===== config.mk =====
export PLATFORM = sky130hd
export DESIGN_NAME = led_pattern_ctrl
export DESIGN_NICKNAME = d
export VERILOG_FILES = /design/src/rtl/led_ctrl_pkg.sv /design/src/rtl/led_pwm_gen.sv /design/src/rtl/led_pattern_ctrl.sv
export SDC_FILE = /design/constraint.sdc
export NUM_CORES = 1
export LEC_CHECK = 0
export ABC_AREA = 0
export CORE_ASPECT_RATIO = 0.5
export CORE_MARGIN = 4
export CORE_UTILIZATION = 25
export CTS_CLUSTER_DIAMETER = 100
export CTS_CLUSTER_SIZE = 14
export DETAILED_ROUTE_END_ITERATION = 8
export SLEW_MARGIN = 30
export SYNTH_ARGS = -nofsm -noshare
export SYNTH_HDL_FRONTEND = slang
export SYNTH_SLANG_ARGS = --single-unit
export TNS_END_PERCENT = 10

===== constraint.sdc =====
create_clock -name CLK -period 6.36 [get_ports CLK]
set_input_delay 0.636 -clock CLK [delete_from_list [all_inputs] [get_ports CLK]]
set_output_delay 0.636 -clock CLK [all_outputs]
set_load 0.1 [all_outputs]

===== src/rtl/led_ctrl_pkg.sv =====
// Shared codes for the LED pattern controller: mode inputs, sequencer states
// and the mode-to-entry-state mapping used on restart.
package led_ctrl_pkg;

  localparam int STATE_W      = 3;
  localparam int PWM_BITS_DEF = 8;

  typedef enum logic [1:0] {
    MODE_OFF     = 2'd0,
    MODE_SOLID   = 2'd1,
    MODE_BLINK   = 2'd2,
    MODE_BREATHE = 2'd3
  } mode_e;

  typedef enum logic [STATE_W-1:0] {
    S_OFF   = 3'd0,
    S_SOLID = 3'd1,
    S_UP    = 3'd2,
    S_HIGH  = 3'd3,
    S_DOWN  = 3'd4,
    S_LOW   = 3'd5
  } seq_state_e;

  function automatic seq_state_e entry_state(input logic [1:0] m);
    case (m)
      MODE_SOLID:   return S_SOLID;
      MODE_BLINK:   return S_HIGH;
      MODE_BREATHE: return S_UP;
      default:      return S_OFF;
    endcase
  endfunction

  function automatic logic is_busy(input seq_state_e s);
    return (s == S_UP) || (s == S_HIGH) || (s == S_DOWN) || (s == S_LOW);
  endfunction

endpackage


===== src/rtl/led_pwm_gen.sv =====
// Free-running PWM: duty is latched only at the period boundary so a new
// target never shortens or stretches the period in progress.
module led_pwm_gen
  import led_ctrl_pkg::*;
#(
  parameter int PWM_BITS = PWM_BITS_DEF
) (
  input  logic                CLK,
  input  logic                RST,
  input  logic [PWM_BITS-1:0] duty_tgt,
  output logic                LED
);

  logic [PWM_BITS-1:0] pwm_cnt;
  logic [PWM_BITS-1:0] duty_act;

  always_ff @(posedge CLK or posedge RST) begin
    if (RST) begin
      pwm_cnt  <= '0;
      duty_act <= '0;
      LED      <= 1'b0;
    end else begin
      pwm_cnt <= pwm_cnt + 1'b1;
      if (pwm_cnt == '1) duty_act <= duty_tgt;
      LED <= (pwm_cnt < duty_act);
    end
  end

endmodule


===== src/rtl/led_pattern_ctrl.sv =====
// LED pattern sequencer (off/solid/blink/breathe) driving a PWM generator;
// a mode change or EN rising restarts the pattern from its entry state.
module led_pattern_ctrl
  import led_ctrl_pkg::*;
#(
  parameter int PWM_BITS   = PWM_BITS_DEF,
  parameter int STEP_DIV   = 62500,
  parameter int HOLD_STEPS = 64
) (
  input  logic                CLK,
  input  logic                RST,
  input  logic                EN,
  input  logic [1:0]          MODE,
  input  logic [PWM_BITS-1:0] LEVEL,
  output logic                LED,
  output logic                USBPU,
  output logic                BUSY,
  output logic [STATE_W-1:0]  STATE
);

  localparam int PRE_W  = (STEP_DIV > 2) ? $clog2(STEP_DIV) : 1;
  localparam int HOLD_W = (HOLD_STEPS > 1) ? $clog2(HOLD_STEPS) : 1;
  localparam logic [PRE_W-1:0]  PRE_LAST  = PRE_W'(STEP_DIV - 1);
  localparam logic [HOLD_W-1:0] HOLD_LAST = HOLD_W'(HOLD_STEPS - 1);

  logic [PRE_W-1:0]    presc;
  logic                tick;
  seq_state_e          state, state_d;
  logic [PWM_BITS-1:0] duty_tgt, duty_d;
  logic [HOLD_W-1:0]   hold_cnt, hold_d;
  logic [1:0]          mode_q;
  logic                en_q;
  logic                restart, blink, hold_done;

  // Step prescaler free-runs; mode changes do not realign it.
  assign tick = (presc == PRE_LAST);

  always_ff @(posedge CLK or posedge RST) begin
    if (RST) presc <= '0;
    else if (tick) presc <= '0;
    else presc <= presc + 1'b1;
  end

  always_ff @(posedge CLK or posedge RST) begin
    if (RST) begin
      mode_q <= MODE_OFF;
      en_q   <= 1'b0;
    end else begin
      mode_q <= MODE;
      en_q   <= EN;
    end
  end

  always_ff @(posedge CLK or posedge RST) begin
    if (RST) begin
      state    <= S_OFF;
      duty_tgt <= '0;
      hold_cnt <= '0;
    end else begin
      state    <= state_d;
      duty_tgt <= duty_d;
      hold_cnt <= hold_d;
    end
  end

  assign restart   = (MODE != mode_q) || !en_q;
  assign blink     = (mode_q == MODE_BLINK);
  assign hold_done = (hold_cnt == HOLD_LAST);

  always_comb begin
    state_d = state;
    duty_d  = duty_tgt;
    hold_d  = hold_cnt;
    if (!EN) begin
      state_d = S_OFF;
      duty_d  = '0;
      hold_d  = '0;
    end else if (restart) begin
      state_d = entry_state(MODE);
      duty_d  = (MODE == MODE_SOLID || MODE == MODE_BLINK) ? LEVEL : '0;
      hold_d  = '0;
    end else begin
      case (state)
        S_OFF:   duty_d = '0;
        S_SOLID: duty_d = LEVEL;
        S_UP: begin
          // >= rather than == so a LEVEL lowered mid-ramp clamps next tick
          if (tick) begin
            if (duty_tgt >= LEVEL) begin
              duty_d  = LEVEL;
              state_d = S_HIGH;
            end else begin
              duty_d = duty_tgt + 1'b1;
            end
          end
        end
        S_HIGH: begin
          if (blink) duty_d = LEVEL;
          if (tick) begin
            if (hold_done) begin
              hold_d = '0;
              if (blink) begin
                state_d = S_LOW;
                duty_d  = '0;
              end else begin
                state_d = S_DOWN;
              end
            end else begin
              hold_d = hold_cnt + 1'b1;
            end
          end
        end
        S_DOWN: begin
          if (tick) begin
            if (duty_tgt == '0) state_d = S_LOW;
            else duty_d = duty_tgt - 1'b1;
          end
        end
        S_LOW: begin
          duty_d = '0;
          if (tick) begin
            if (hold_done) begin
              hold_d = '0;
              if (blink) begin
                state_d = S_HIGH;
                duty_d  = LEVEL;
              end else begin
                state_d = S_UP;
              end
            end else begin
              hold_d = hold_cnt + 1'b1;
            end
          end
        end
        default: begin
          state_d = S_OFF;
          duty_d  = '0;
          hold_d  = '0;
        end
      endcase
    end
  end

  assign BUSY  = is_busy(state);
  assign STATE = state;
  assign USBPU = 1'b0;

  led_pwm_gen #(.PWM_BITS(PWM_BITS)) u_pwm (
    .CLK      (CLK),
    .RST      (RST),
    .duty_tgt (duty_tgt),
    .LED      (LED)
  );

endmodule


## Yosys cells after proc, flatten, opt, wreduce, memory -nomap -nowiden

Index checks and enable logic that the tools add are counted.

- Register bits: 53
- Bits of input ports: 13
- Output and inout port bits: 6

- $add $sub $neg: 5
- Magnitude comparators: 2
- Equality and inequality tests: 25
- Muxes and demuxes: 35
- Reduce and logical (&&, ||, !) cells: 14

Operators by type and width:

| kind | number |
|---|---|
| 8-bit two-way mux | 14 |
| 8-bit case mux with 5 select lines | 1 |
| 4-bit != test, second input constant | 9 |
| 3-bit two-way mux | 10 |
| 6-bit two-way mux | 4 |
| 16-bit by 1-bit adder with 16-bit output, second input constant | 1 |
| 8-bit by 1-bit adder with 8-bit output, second input constant | 2 |
| 16-bit equality test, second input constant | 1 |
| 16-bit two-way mux | 1 |
| 3-bit case mux with 5 select lines | 1 |
| 6-bit case mux with 2 select lines | 1 |
| 9-bit AND reduction | 1 |
| 8-bit equality test, second input constant | 1 |
| 8-bit >= comparator | 1 |
| 8-bit logical NOT | 1 |
| 8-bit less-than comparator | 1 |
| 8-bit by 1-bit subtractor with 8-bit output, second input constant | 1 |
| 6-bit by 1-bit adder with 6-bit output, second input constant | 1 |
| 2-bit equality test, second input constant | 3 |
| 3-bit by 2-bit equality test with 1-bit output, second input constant | 2 |
| 3-bit equality test, second input constant | 2 |
| 6-bit equality test, second input constant | 1 |
| 3-bit by 2-bit != test with 1-bit output, second input constant | 2 |
| 2-bit case mux with 3 select lines | 1 |
| 12 further kinds | 18 |

## Logic depth before layout (Yosys ltp)

Gate-level depths: netlist of the first run.

- Depth in word-level cells: 8
- Mapped depth: 10
- Gate-level depth less buffers: 9

## Cells and area by module

From an unflattened synthesis of the first run, not the netlist that was laid out.

- Cells, all modules: 404
- Area, all modules: 3,569.7 um^2

Modules (own cells, without submodules):

| module | times used | cells an instance | area an instance (um^2) | sequential area each (um^2) |
|---|---|---|---|---|
| led_pattern_ctrl | 1 | 333 | 2,743.9 | 900.9 |
| led_pwm_gen | 1 | 71 | 825.8 | 425.4 |

## Worst setup path before layout of the first run

Ideal clock, no wire load.

- Kind: register -> register
- From: reg state[2], in the netlist STATE[2]
- To: reg state[1], in the netlist STATE[1]
- Library setup time: 124 ps
- Arrival time: 3,090 ps
- Data required time: 6,236 ps
- Path slack: 3,146 ps
- Cell stages (with the launch flop): 8
- Path buffers: 1
- Period minus slack after synthesis: 3,214 ps
- Cell sequence: dfrtp_1 > nor2b_1 > or2_2 > clkbuf_1 > and3_1 > o21ai_0 > a21o_1 > mux2i_1

- Word-level cells in the longest chain between the ends: 5

Ends and longest elaborated chain:

| item | line | source |
|---|---|---|
| start: declaration | led_pattern_ctrl.sv:28 | `seq_state_e state, state_d;` |
| start signal: assignment | led_pattern_ctrl.sv:60 | `state <= state_d;` |
| 3-bit by 1-bit equality test with 1-bit output or 3-bit logical NOT (tied branches) | led_pattern_ctrl.sv:83 | `case (state)` |
| 2-bit OR reduction (no line) | n/a |  |
| 3-bit case mux with 5 select lines | led_pattern_ctrl.sv:83 |  |
| 3-bit two-way mux | led_pattern_ctrl.sv:78 | `end else if (restart) begin` |
| 3-bit two-way mux | led_pattern_ctrl.sv:74 | `if (!EN) begin` |

Several ways; a longest one is shown, not always the timed one.
A chain may end at the register's enable or synchronous reset.

## Worst setup path in the final report of the first run

- From: in LEVEL[0]
- To: reg duty_tgt[0]

- Word-level cells in the longest chain between the ends: 7

Ends and longest elaborated chain:

| item | line | source |
|---|---|---|
| start: declaration | led_pattern_ctrl.sv:14 | `input logic [PWM_BITS-1:0] LEVEL,` |
| parallel branches: the longest is 5 deep, another holds 8-bit >= comparator | n/a |  |
| 8-bit two-way mux * | led_pattern_ctrl.sv:78 |  |
| 8-bit two-way mux * | led_pattern_ctrl.sv:74 |  |
| end signal: assignment | led_pattern_ctrl.sv:61 | `duty_tgt <= duty_d;` |
| end: declaration | led_pattern_ctrl.sv:29 | `logic [PWM_BITS-1:0] duty_tgt, duty_d;` |

Mark *: on every way between the ends. The select of a mux whose other input is x is not followed.

==> reports/qor.yml, run 1 <==
post_dp_cell_area_sq_um: 3920
clkLatencyLatePin_ps: 290
yosys.cell_types.count: 64
rsz0062_at_grt: "no"
grt_first_pass_wirelength_microns: 14600
core_sq_um: 13700
cp.arrival_ps: 3700
wire_per_inst_microns: 14.0
hold_path_class: "reg -> reg"
grt_pass1_vias: 2900
p_switching_uw: 212
cap_violations: 0
htreeDepth: 2
fin_util: 0.297
first_pass_iters: 5
antenna_found_initial: 0
max_freq_mhz: 284
port_buffers: 17
yosys_warnings: 0
finalCritPeriodShare: 0.554
grt_use_met3: 0.0184
clock-sinks: 53
intPower_uw: 567
switching_share: 0.273
worstMarginPinSlew_ps: 1010
finalCriticalPeriod_ps: 3520
fin_nets: 459
pwr-share-comb: 0.152
fin_area_sq_um: 4090
clock_skew_ps: 11.3
numCtsBuffers: 5
synth_ff_type: "dfrtp_1"
outcome: "completed"
critPathMaxFanout: 9
synth_edf_count: 0
final_antenna_net_count: 0
grtUsageMet2: 0.160
synthArstFlopShare: 1.00
pwr-share-clk: 0.389
hold_violations: 0
n_antenna_cell: 0
fill_cells: 1451
power_density_nw_per_um2: 191
overflow: 0
clock_path_buffers: 2
syn_avg_cell_area_sq_um: 8.64
finalMaxSlewViolations: 0
drc: 0
synth_top_cell_by_area: "dfrtp_1"
cp-end-kind: "flop"
vias: 3049
cts_hold_buf: 0
p_leak_uw: 0.00168
area_delta_synth_final_pct: 14.8
grt_max_degree: 54
track_usage: 0.107
yosys-top-cells-count: "dfrtp_1, nand2_1, nor2_1, o21ai_0, inv_1"
cp-start-kind: "input pin"
ir_worst_vdd_uv: 101
required_ps: 6530
synth_top_area_frac: 0.373
ys_seq_area_frac: 0.373
setup_violations: 0
clk_pin_slew_ps: 70
hold_ws_ps: 482
ys_ff_latch: 53
avgViaCountPerCell: 4.97
hpwlAfterDp_microns: 6240
cts_tree: "yes"
place_congestion: 0.945
tns_ps: 0
routed_wl_microns: 8610
die_w_microns: 177
num_rows: 30
use_met1: 0.155
ioPinCount: 19
root_buffer: "clkbuf_16"
drive_above_1_share: 0.0569
cts_resized: 0
start_util: 0.259
netlist_area_sq_um: 3560
drt_iter0_markers: 251
relSlewSlack: 0.323
syn-num-nets: 449
yosysMostFrequentCell: "dfrtp_1"
totalPowerFinal_uw: 779
p_seq_frac: 0.459
postCtsSetupRepairBufs: 0
die_area_sq_um: 16300
crit_type: "in -> reg"
synthCells: 412
grt_busiest_layer: "met2"
dieHeight_microns: 92.4
synthTopCellsByArea: "dfrtp_1, ha_1, nand2_1, xnor2_1, o21ai_0"
[routing by layer]
| layer | routed length, microns | share of wire | vias to the layer above |
|---|---|---|---|
| li1 | - | - | 1488 |
| met1 | 4180 | 0.49 | 1453 |
| met2 | 3740 | 0.43 | 91 |
| met3 | 508 | 0.059 | 17 |
| met4 | 180 | 0.021 | 0 |
| met5 | 0 | 0 | - |
[through the flow]
step,setup slack [ps],cells
floorplan,3150,412
finish,2840,614
global route,2590,614
CTS,2920,614
global placement,2420,607
detailed placement,2610,607
[power by group through the flow]
stage,clock network [uW],logic [uW],registers [uW]
5_1_grt,324,131,359
2_1_floorplan,0,81.4,362
6_report,303,118,358
3_3_place_gp,0,118,364
3_5_place_dp,0,116,364
4_1_cts,310,117,357
[logic make-up after synthesis]
| group | Yosys count | share of synthesized area |
|---|---|---|
| AOI/OAI and AO/OA | 100 | 0.193 |
| xor gates and xnor gates | 23 | 0.0566 |
| adders and majority gates | 25 | 0.0872 |
| buffers and inverters | 41 | 0.0454 |
| DFF | 53 | 0.373 |
| muxes | 4 | 0.0116 |
| other | 1 | 0.00105 |
| and+or+nand+nor | 165 | 0.232 |
[cells in the final DEF, fill, tap and decap left out, drive strengths merged, types with 2 or more instances in the layout]
| master | instances |
|---|---|
| dfrtp | 53 |
| nand2 | 51 |
| nor2 | 32 |
| o21ai | 29 |
| inv | 25 |
| ha | 24 |
| a21oi | 22 |
| nand3 | 19 |
| xnor2 | 17 |
| clkdlybuf4s50 | 17 |
| nor3 | 13 |
| nand2b | 7 |
| nor2b | 7 |
| and3 | 7 |
| nand4 | 6 |
| xor2 | 6 |
| o22ai | 5 |
| clkbuf | 5 |
| nor4 | 5 |
| o21a | 5 |
| o211ai | 4 |
| a21o | 4 |
| and2 | 3 |
| o221ai | 3 |
| a221o | 3 |
| mux2i | 3 |
| or3 | 3 |
| a211oi | 3 |
| a22o | 3 |
| or2 | 3 |
| or4bb | 2 |
| a2111oi | 2 |
| a311oi | 2 |
| a22oi | 2 |
| buf | 2 |
| or4 | 2 |
[worst max-delay path, stage by stage]
cell and delay [ps]:
clkdlybuf4s50_1 590, ha_1 260, nand2b_1 130, a2111oi_0 790
o31ai_2 280, a21o_1 300, o21bai_1 190, a2111oi_0 430
o21ai_1 100
[flip-flops by register name (all words and copies together), names as in the netlist]
| register | cells |
|---|---|
| en_q | 1 |
| duty_tgt | 8 |
| u_pwm.pwm_cnt | 8 |
| u_pwm.LED | 1 |
| STATE | 3 |
| presc | 16 |
| hold_cnt | 6 |
| mode_q | 2 |
| u_pwm.duty_act | 8 |
[worst paths after layout]
path                        startpoint          end  slack (ps)  cells after the start
setup / recovery              LEVEL[0]  duty_tgt[0]        2840                      9
max in group asynchronous          RST     presc[9]        5030                      3
hold reg to reg               presc[0]     presc[0]         480                      1
min in group asynchronous          RST    presc[11]         870                      3
setup reg to reg           duty_tgt[0]  duty_tgt[0]        3010                      9
hold / removal                presc[0]     presc[0]         480                      1
[final cells by class]
cell class                 count  area (sq um)  area share
sequential                    53          1330       0.325
clock inverter                 2          35.0     0.00857
inverter                      25          93.8      0.0230
tap                          192           240      0.0588
timing repair buffer          19           185      0.0453
multi-input combinational    318          2080       0.509
clock buffer                   5           125      0.0306
Note: power is estimated with default switching activity, not from simulation.
==> inputs of run 2 (changes only) <==
- clock period: 6.36 -> 2.95 ns (I/O delays scaled with it)
==> run 2 against run 1 <==
Effect of this change: sequential power rose by 110%; sequential cell count did not move; cell count rose by 4.2%; routed wire length rose by 2.1%; worst hold slack improved by 1.7 ps.
==> reports/qor.yml, run 2 (synthesized netlist as in run 1, its figures left out) <==
path_common_cell: "a2111oi_0"
htreeDepth: 2
post_dp_cell_area_sq_um: 4090
critPathMaxFanout: 6
crit_type: "in -> reg"
required_ps: 3130
final_antenna_net_count: 0
cts_hold_buf: 0
top_register: "presc"
clock_path_buffers: 2
place_congestion: 0.902
die_area_sq_um: 16300
grt_max_degree: 54
regToRegEndpoint: "duty_tgt[3]"
num_rows: 30
overflow: 0
drt_iter0_markers: 246
track_usage: 0.110
drive_above_1_share: 0.121
outcome: "completed"
clkLatencyLatePin_ps: 300
clock_skew_ps: 6.54
ir_worst_vdd_uv: 224
ioPinCount: 19
r2r.worst_path.cells: 9
core_sq_um: 13700
fin_area_sq_um: 4270
first_pass_iters: 5
power_density_nw_per_um2: 411
dieHeight_microns: 92.4
tns_ps: 0
clock-sinks: 53
cts_resized: 0
p_leak_uw: 0.00182
relSlewSlack: 0.542
cp_cell_sequence: "clkdlybuf4s50_1, ha_1, nand2b_1, a2111oi_0, o31ai_2, a21o_1, o21bai_1, a2111oi_0, o21ai_1"
cp-endpoint: "duty_tgt[0]"
worstReg2RegStart: "presc[0]"
start_util: 0.259
n_antenna_cell: 0
antenna_found_initial: 0
area_delta_synth_final_pct: 20.1
finalMaxSlewViolations: 0
clk_pin_slew_ps: 70
setup_violations: 0
critPathSlowestCell: "a2111oi_0"
vias: 3148
cap_violations: 0
crit_start: "LEVEL[0]"
fin_nets: 484
grt_pass1_vias: 2964
hold_path_class: "reg -> reg"
cp-start-kind: "input pin"
drc: 0
port_buffers: 17
routed_wl_microns: 8790
worstMarginPinSlew_ps: 687
finalCritPeriodShare: 0.927
max_freq_mhz: 366
postCtsSetupRepairBufs: 0
cts_tree: "yes"
grt_first_pass_wirelength_microns: 14800
cp-end-kind: "flop"
root_buffer: "clkbuf_16"
avgViaCountPerCell: 4.92
hpwlAfterDp_microns: 6510
rrSetupSlack_ps: 260
largest_register_ffs: 16
critical_path.max_stage_delay_ps: 580
hold_violations: 0
wire_per_inst_microns: 13.7
layout_common_cells: "dfrtp_1, nand2_1, nor2_1, buf_4, o21ai_0"
rsz0062_at_grt: "no"
final_common_cell: "dfrtp_1"
numCtsBuffers: 5
finalCriticalPeriod_ps: 2730
die_w_microns: 177
cp.arrival_ps: 2910
-- run 2: changes by cell type in the layout (fill, tap and decap cells not counted), sizes merged --
| cell | delta |
|---|---|
| clkinvlp | +1 |
| clkinv | -1 |
| clkbuf | +1 |
| buf | +30 |
| clkdlybuf4s50 | -5 |
-- run 2: how the worst min path moves through the flow --
stage | startpoint | end | slack [ps] | depth (start not counted)
5_1_grt | u_pwm.pwm_cnt[3] | u_pwm.pwm_cnt[3] | 540 | 1
2_1_floorplan | EN | en_q | 330 | 0
3_5_place_dp | presc[0] | presc[0] | 480 | 1
6_report | presc[0] | presc[0] | 480 | 1
4_1_cts | presc[0] | presc[0] | 490 | 1
3_3_place_gp | presc[0] | presc[0] | 470 | 1
-- run 2: layout make-up --
type	count	area (sq um)
Fill cell	1489	9470
Sequential cell	53	1330
Timing Repair Buffer	44	360
Clock buffer	6	139
Inverter	25	93.8
Clock inverter	2	37.5
Multi-Input combinational cell	318	2080
Tap cell	192	240
-- run 2: where the power goes --
group | internal, uW | leakage [uW] | switching (uW)
combinational | 111 | 0.00104 | 182
clock | 424 | 0.0000831 | 280
sequential | 738 | 0.000700 | 19.7
total | 1270 | 0.00182 | 482
-- run 2: worst max-delay path: cells and delay by family --
family,cells,cell delay [ps]
compound gates,6,1710
buf+inv,1,460
fa+ha+maj,1,300
simple gates,1,140
-- run 2: layer usage --
| metal | track usage | share of wire |
|---|---|---|
| met5 | 0 | 0 |
| met1 | 0.156 | 0.49 |
| met3 | 0.0188 | 0.050 |
| met2 | 0.172 | 0.44 |
| met4 | 0.0322 | 0.014 |
-- run 2: metrics by stage --
step / hold WS (ps) / setup slack (ps) / std cells / power [uW] / utilization
2_1_floorplan: 326 / 152 / 412 / 955 / -
3_3_place_gp: 473 / 14.3 / 632 / 1060 / 0.298
3_5_place_dp: 480 / -78.5 / 632 / 1060 / 0.298
4_1_cts: 492 / 235 / 640 / 1770 / 0.311
5_1_grt: 535 / 26.1 / 640 / 1830 / 0.311
6_report: 484 / 216 / 640 / 1750 / 0.311
==> RTL change 1 (settings of run 1) <==
Reset style: synchronous (`RST`), changed in 4 clocked blocks.
--- a/src/rtl/led_pwm_gen.sv
+++ b/src/rtl/led_pwm_gen.sv
@@ -16,3 +16,3 @@
 
-  always_ff @(posedge CLK or posedge RST) begin
+  always_ff @(posedge CLK) begin
     if (RST) begin
--- a/src/rtl/led_pattern_ctrl.sv
+++ b/src/rtl/led_pattern_ctrl.sv
@@ -37,3 +37,3 @@
 
-  always_ff @(posedge CLK or posedge RST) begin
+  always_ff @(posedge CLK) begin
     if (RST) presc <= '0;
@@ -43,3 +43,3 @@
 
-  always_ff @(posedge CLK or posedge RST) begin
+  always_ff @(posedge CLK) begin
     if (RST) begin
@@ -53,3 +53,3 @@
 
-  always_ff @(posedge CLK or posedge RST) begin
+  always_ff @(posedge CLK) begin
     if (RST) begin
Function: differs if RST is asserted again (counterexample within 4 cycles, from zero or initial values and one cycle with RST high); with RST held inactive, the same outputs for 10 cycles.
==> RTL change 1 against run 1 <==
Design area down 7.9%; worst setup slack better by 0.50 ns; sequential cell count unchanged; total power down 6.8%; die area down 5.8%; non-clock buffer count unchanged; routed wire length down 18%; sequential share of layout area down 4.3 points; area after synthesis down 6.2%; critical path type is now reg2out.
==> RTL change 1: results (changes against run 1) <==
- The run finished with clean final reports.
- Vias in the first global route: 2673 (-7.8%)
- Post-synthesis cell type count: 63 (-1.6%)
* Share of layout cells above drive strength 1: 6.01% (+0.32 points)
- The number of detailed-routing iterations run before antenna repair was 4 (-1).
- The number of buffers inserted during clock tree synthesis was 5 (unchanged).
- Clock latency on the worst-skew pair: 0.29 ns (about the same)
- Number of cells upsized or downsized after cts: 0 (unchanged)
* Flip-flop count of the largest register after layout: 16 (unchanged)
- All-Layer GR Usage: 9.32% (-1.4 points)
* Top FF cell, synth: dfxtp_1
- Maximum net fanout on the critical path: 15 (+6)
- Area overhead of the layout relative to synthesis: 12.7%
- In this run the most critical hold path is launched from u_pwm.pwm_cnt[0].
- Hold Path Cell Cnt: 1 (unchanged)
* Share of synthesized registers carrying an async set or reset: 0% (-100 points)
- The path with the worst hold slack has its endpoint at u_pwm.pwm_cnt[0].
- The net count after synthesis is 444 (-1.1%).
- Largest cells by area after synthesis: dfxtp_1 (32%), ha_1 (8.6%), nor2_1 (5.6%), xor2_1 (4.7%), mux2i_1 (3.3%)
- Clock slew seen by the registers of the worst setup and hold paths: 0.07 ns (about the same)
* Worst R2R Path Depth: 9 (unchanged)
- The maximum vdd drop was 0.157 mV (+56%).
* Antenna violations before repair: 0 (unchanged)
* Cell Count Post-Placement: 578 (-4.8%)
- Hold slack: 0.462 ns (-0.0198 ns)
* DRC marker count from the first detailed-route iteration: 97 (-61%)
- Pin count of the biggest net entering global routing: 22 (-59%)
- The highest clock rate came to 331 MHz (+17%).
- The net total in the final layout came to 451 (-1.7%).
- Clock tree skew after final layout: 0.00396 ns (-0.00737 ns)
- The routed wire length is 7080 um (-18%).
* Post CTS Setup Buffer Count: 0 (unchanged)
- The maximum level of the CTS H-tree was 2 (unchanged).
- The final estimated routing congestion in global placement was 0.836 (-12%).
- The via count normalized by instance count is 4.72 (-4.9%).
- Arrival time of data at the critical path endpoint: 2.39 ns (-1.31 ns)
- The worst slew margin relative to its limit is 34.8% (+2.5 points).
- The number of warnings printed during yosys synthesis came to 0 (unchanged).
- The leakage power was 0.00134 uW (-20%).
- Routed WL per cell: 12.1 um (-14%)
- The reported net switching power is 194 uW (-8.7%).
- The HPWL after detailed placement was 5150 um (-17%).
- The flop-to-flop setup slack is 3.88 ns (+0.87 ns).
* Largest register by flop count: presc
* Setup slack after placement: 3.37 ns (+0.761 ns)
- The synthesized area divided by synthesized cell count is 8.18 um2 (-5.3%).
* Global-route wire length before repair: 12500 um (-14%)
* Port buffer count: 17 (unchanged)
- The worst register-to-register path begins at duty_tgt[0].
- The endpoint identified for the worst register-to-register timing path is duty_tgt[0].
- The fill cell total of the finished layout was 1389 (-4.3%).
- The proportion of synthesized chip area in sequential cells is 31.8% (-5.5 points).
- Hold crit path type: reg2reg
- Top cells by instance count after synthesis: dfxtp_1 (53), nor2_1 (50), nand2_1 (29)
[RTL change 1: power by group through the flow]
stage          registers, uW  logic (uW)  clock network [uW]
2_1_floorplan            362        61.7                   0
3_3_place_gp             357        89.5                   0
3_5_place_dp             357        89.8                   0
4_1_cts                  350        90.7                 295
5_1_grt                  351         100                 307
6_report                 350        90.3                 286
[RTL change 1: worst max path at each step]
stage	start	end
finish	STATE[1]	BUSY
detailed placement	LEVEL[2]	duty_tgt[2]
global placement	LEVEL[2]	duty_tgt[5]
floorplan	STATE[1]	hold_cnt[3]
global route	STATE[1]	BUSY
CTS	STATE[1]	BUSY
[RTL change 1: critical path, stage by stage (launching register included)]
cell and delay, ns:
dfxtp_1 0.63, xor2_1 0.28, clkdlybuf4s50_1 1.19
[RTL change 1: layout make-up]
| type | count | area, um2 | area share (%) |
|---|---|---|---|
| Clock buffer | 6 | 139 | 3.69 |
| Clock inverter | 2 | 16.3 | 0.432 |
| Inverter | 27 | 101 | 2.69 |
| Multi-Input combinational cell | 309 | 2050 | 54.4 |
| Sequential cell | 53 | 1060 | 28.2 |
| Tap cell | 170 | 213 | 5.65 |
| Timing Repair Buffer | 19 | 185 | 4.92 |
[RTL change 1: layer usage]
metal	vias up	part of all wire, %	routed length, um	global-route usage (%)
li1	1455	-	-	-
met1	1273	51	3640	13.0
met2	39	46	3250	15.4
met3	0	2.7	192	1.18
met4	0	0	0	1.91
met5	-	0	0	0
[RTL change 1: metrics by stage]
stage	cell area (um2)	power, uW
2_1_floorplan	3340	423
3_3_place_gp	3610	447
5_1_grt	3760	759
3_5_place_dp	3610	447
4_1_cts	3760	735
6_report	3760	726
[RTL change 1: cells by family after synthesis]
kind of cell             after synthesis  synth area share (%)
AND/OR/NAND/NOR                      157                  23.6
AO/OA/AOI/OAI                         89                  18.1
flip-flops                            53                  31.8
buffers and inverters                 46                  6.90
XOR/XNOR                              26                  6.82
adder cells (fa/ha/maj)               24                  9.03
multiplexers                          12                  3.64
other                                  1                 0.112
==> RTL change 2 (flow settings as in run 1) <==
Made on the original files. Set the parameter `HOLD_STEPS` to 128 (it was 64).
--- a/src/rtl/led_pattern_ctrl.sv
+++ b/src/rtl/led_pattern_ctrl.sv
@@ -7,3 +7,3 @@
   parameter int STEP_DIV   = 62500,
-  parameter int HOLD_STEPS = 64
+  parameter int HOLD_STEPS = 128
 ) (
Formal check against the unedited RTL: same outputs for any inputs over 10 cycles, from zero or initial values and one cycle with RST high; that may be too few to reach the edited logic, so the function may still have changed.
==> RTL change 2 against run 1 <==
Sequential cell count up 1; area after synthesis hardly changed; die area is essentially flat; routed wire length is 6.3% lower; design area is 0.24% higher; worst setup slack better by 0.31 ns; cell count is 0.98% lower; total power increased by 3.7%; critical path type is now reg2out; first-iteration DRC count shrank 0.40%.
==> RTL change 2: results (changes against run 1) <==
- The run finished with clean final reports.
- The min-delay analysis places its worst path in the category reg2reg.
- In the post-synthesis netlist, the biggest area contributors are dfrtp_1 (38%), ha_1 (8.4%), o21ai_0 (4.6%), xnor2_1 (4.4%), nand2_1 (4.0%).
- Counting instances in the post-synthesis netlist gives the leading cell types as dfrtp_1 (54), nand2_1 (38), o21ai_0 (33).
* Vias per std cell: 4.89 (-1.5%)
* Vias in the first global route: 2821 (-2.7%)
* Arrival time of data at the critical path endpoint: 2.57 ns (-1.13 ns)
- Sequential-to-total area share from yosys stat: 38.0% (+0.69 points)
* All-Layer GR Usage: 10.2% (-0.54 points)
- The setup slack at placement is 3.33 ns (+0.720 ns).
- The net total in the final layout was 452 (-1.5%).
- The maximum fanout along the worst path was 11 (+2).
* Leakage power figure: 0.00172 uW (+2.6%)
- Clock tree skew after final layout: 0.00710 ns (-0.00423 ns)
- The net count after synthesis was 441 (-1.8%).
- The final estimated routing congestion in global placement was 0.832 (-12%).
* Share of layout cells above drive strength 1: 5.05% (-0.64 points)
- Routed WL per cell: 13.3 um (-5.4%)
* Cell Int Power: 588 uW (+3.8%)
- The slew at the pin closest to its max-slew limit is 0.985 ns (-0.0273 ns).
- The number of detailed-routing iterations run before antenna repair came to 4 (-1).
- Global-route wire length before repair: 14000 um (-4.3%)
* Highest ir drop seen on vdd: 0.0954 mV (-5.6%)
- The count of unique library cells instantiated by Yosys came to 55 (-14%).
* DRC marker count from the first detailed-route iteration: 250 (-0.40%)
-- RTL change 2: changes by cell type after synthesis, sizes merged, moves of 5 or more --
cell	run 1	this run
a21oi	22	15
o22ai	5	0
nand4	6	13
nand2	51	38
a221oi	0	6
nor3	13	6
o21ai	29	34
a211oi	3	9
-- RTL change 2: through the flow --
step	cell area, um2	cells
after CTS	4100	608
after detailed placement	3920	600
after global routing	4100	608
after global placement	3910	599
final	4100	608
after floorplan	3560	404
-- RTL change 2: cell type report --
cell class | instances | area [um2]
clock buffer | 6 | 139
tap | 192 | 240
inverter | 28 | 105
sequential | 54 | 1350
timing repair buffer | 20 | 193
clock inverter | 2 | 38.8
fill | 1447 | 9640
multi-input combinational | 306 | 2030
-- RTL change 2: kinds of logic (layout without fill, tap and decap cells) --
| logic type | Yosys count | in the layout | share of synthesized area (%) |
|---|---|---|---|
| other cells | 1 | 1 | 0.105 |
| mux | 2 | 2 | 0.598 |
| buf+inv | 44 | 56 | 5.03 |
| xor+xnor | 25 | 25 | 6.15 |
| flops | 54 | 54 | 38.0 |
| fa+ha+maj | 24 | 24 | 8.44 |
| simple gates | 148 | 148 | 21.5 |
| compound gates | 106 | 106 | 20.2 |
-- RTL change 2: layer usage --
metal | vias up | routed length, um | global-route usage (%) | share of wire (%)
met5 | - | 0 | 0 | 0
met3 | 7 | 387 | 1.67 | 4.8
met2 | 79 | 3670 | 16.4 | 45
met1 | 1406 | 3930 | 14.2 | 49
li1 | 1481 | - | - | -
met4 | 0 | 80 | 2.51 | 0.99
-- RTL change 2: worst paths after layout --
| path | startpoint | to | slack (ns) | cells past startpoint |
|---|---|---|---|---|
| max in group asynchronous | RST | duty_tgt[0] | 5.01 | 3 |
| min | hold_cnt[6] | hold_cnt[6] | 0.49 | 1 |
| max reg2reg | presc[3] | duty_tgt[4] | 3.44 | 7 |
| max | STATE[1] | BUSY | 3.15 | 3 |
| min in group asynchronous | RST | presc[3] | 0.88 | 3 |
| min reg2reg | hold_cnt[6] | hold_cnt[6] | 0.49 | 1 |
-- RTL change 2: worst max-delay path: stages, from the launching register on --
cell,delay (ns)
dfrtp_1,0.51
nor2b_1,0.39
or2_2,0.23
clkdlybuf4s50_1,1.15
-- RTL change 2: power groups by stage --
stage	registers [uW]	logic, uW	clock network (uW)
6_report	365	116	326
5_1_grt	367	129	350
4_1_cts	365	116	336
3_5_place_dp	372	116	0
3_3_place_gp	372	115	0
2_1_floorplan	368	83.9	0
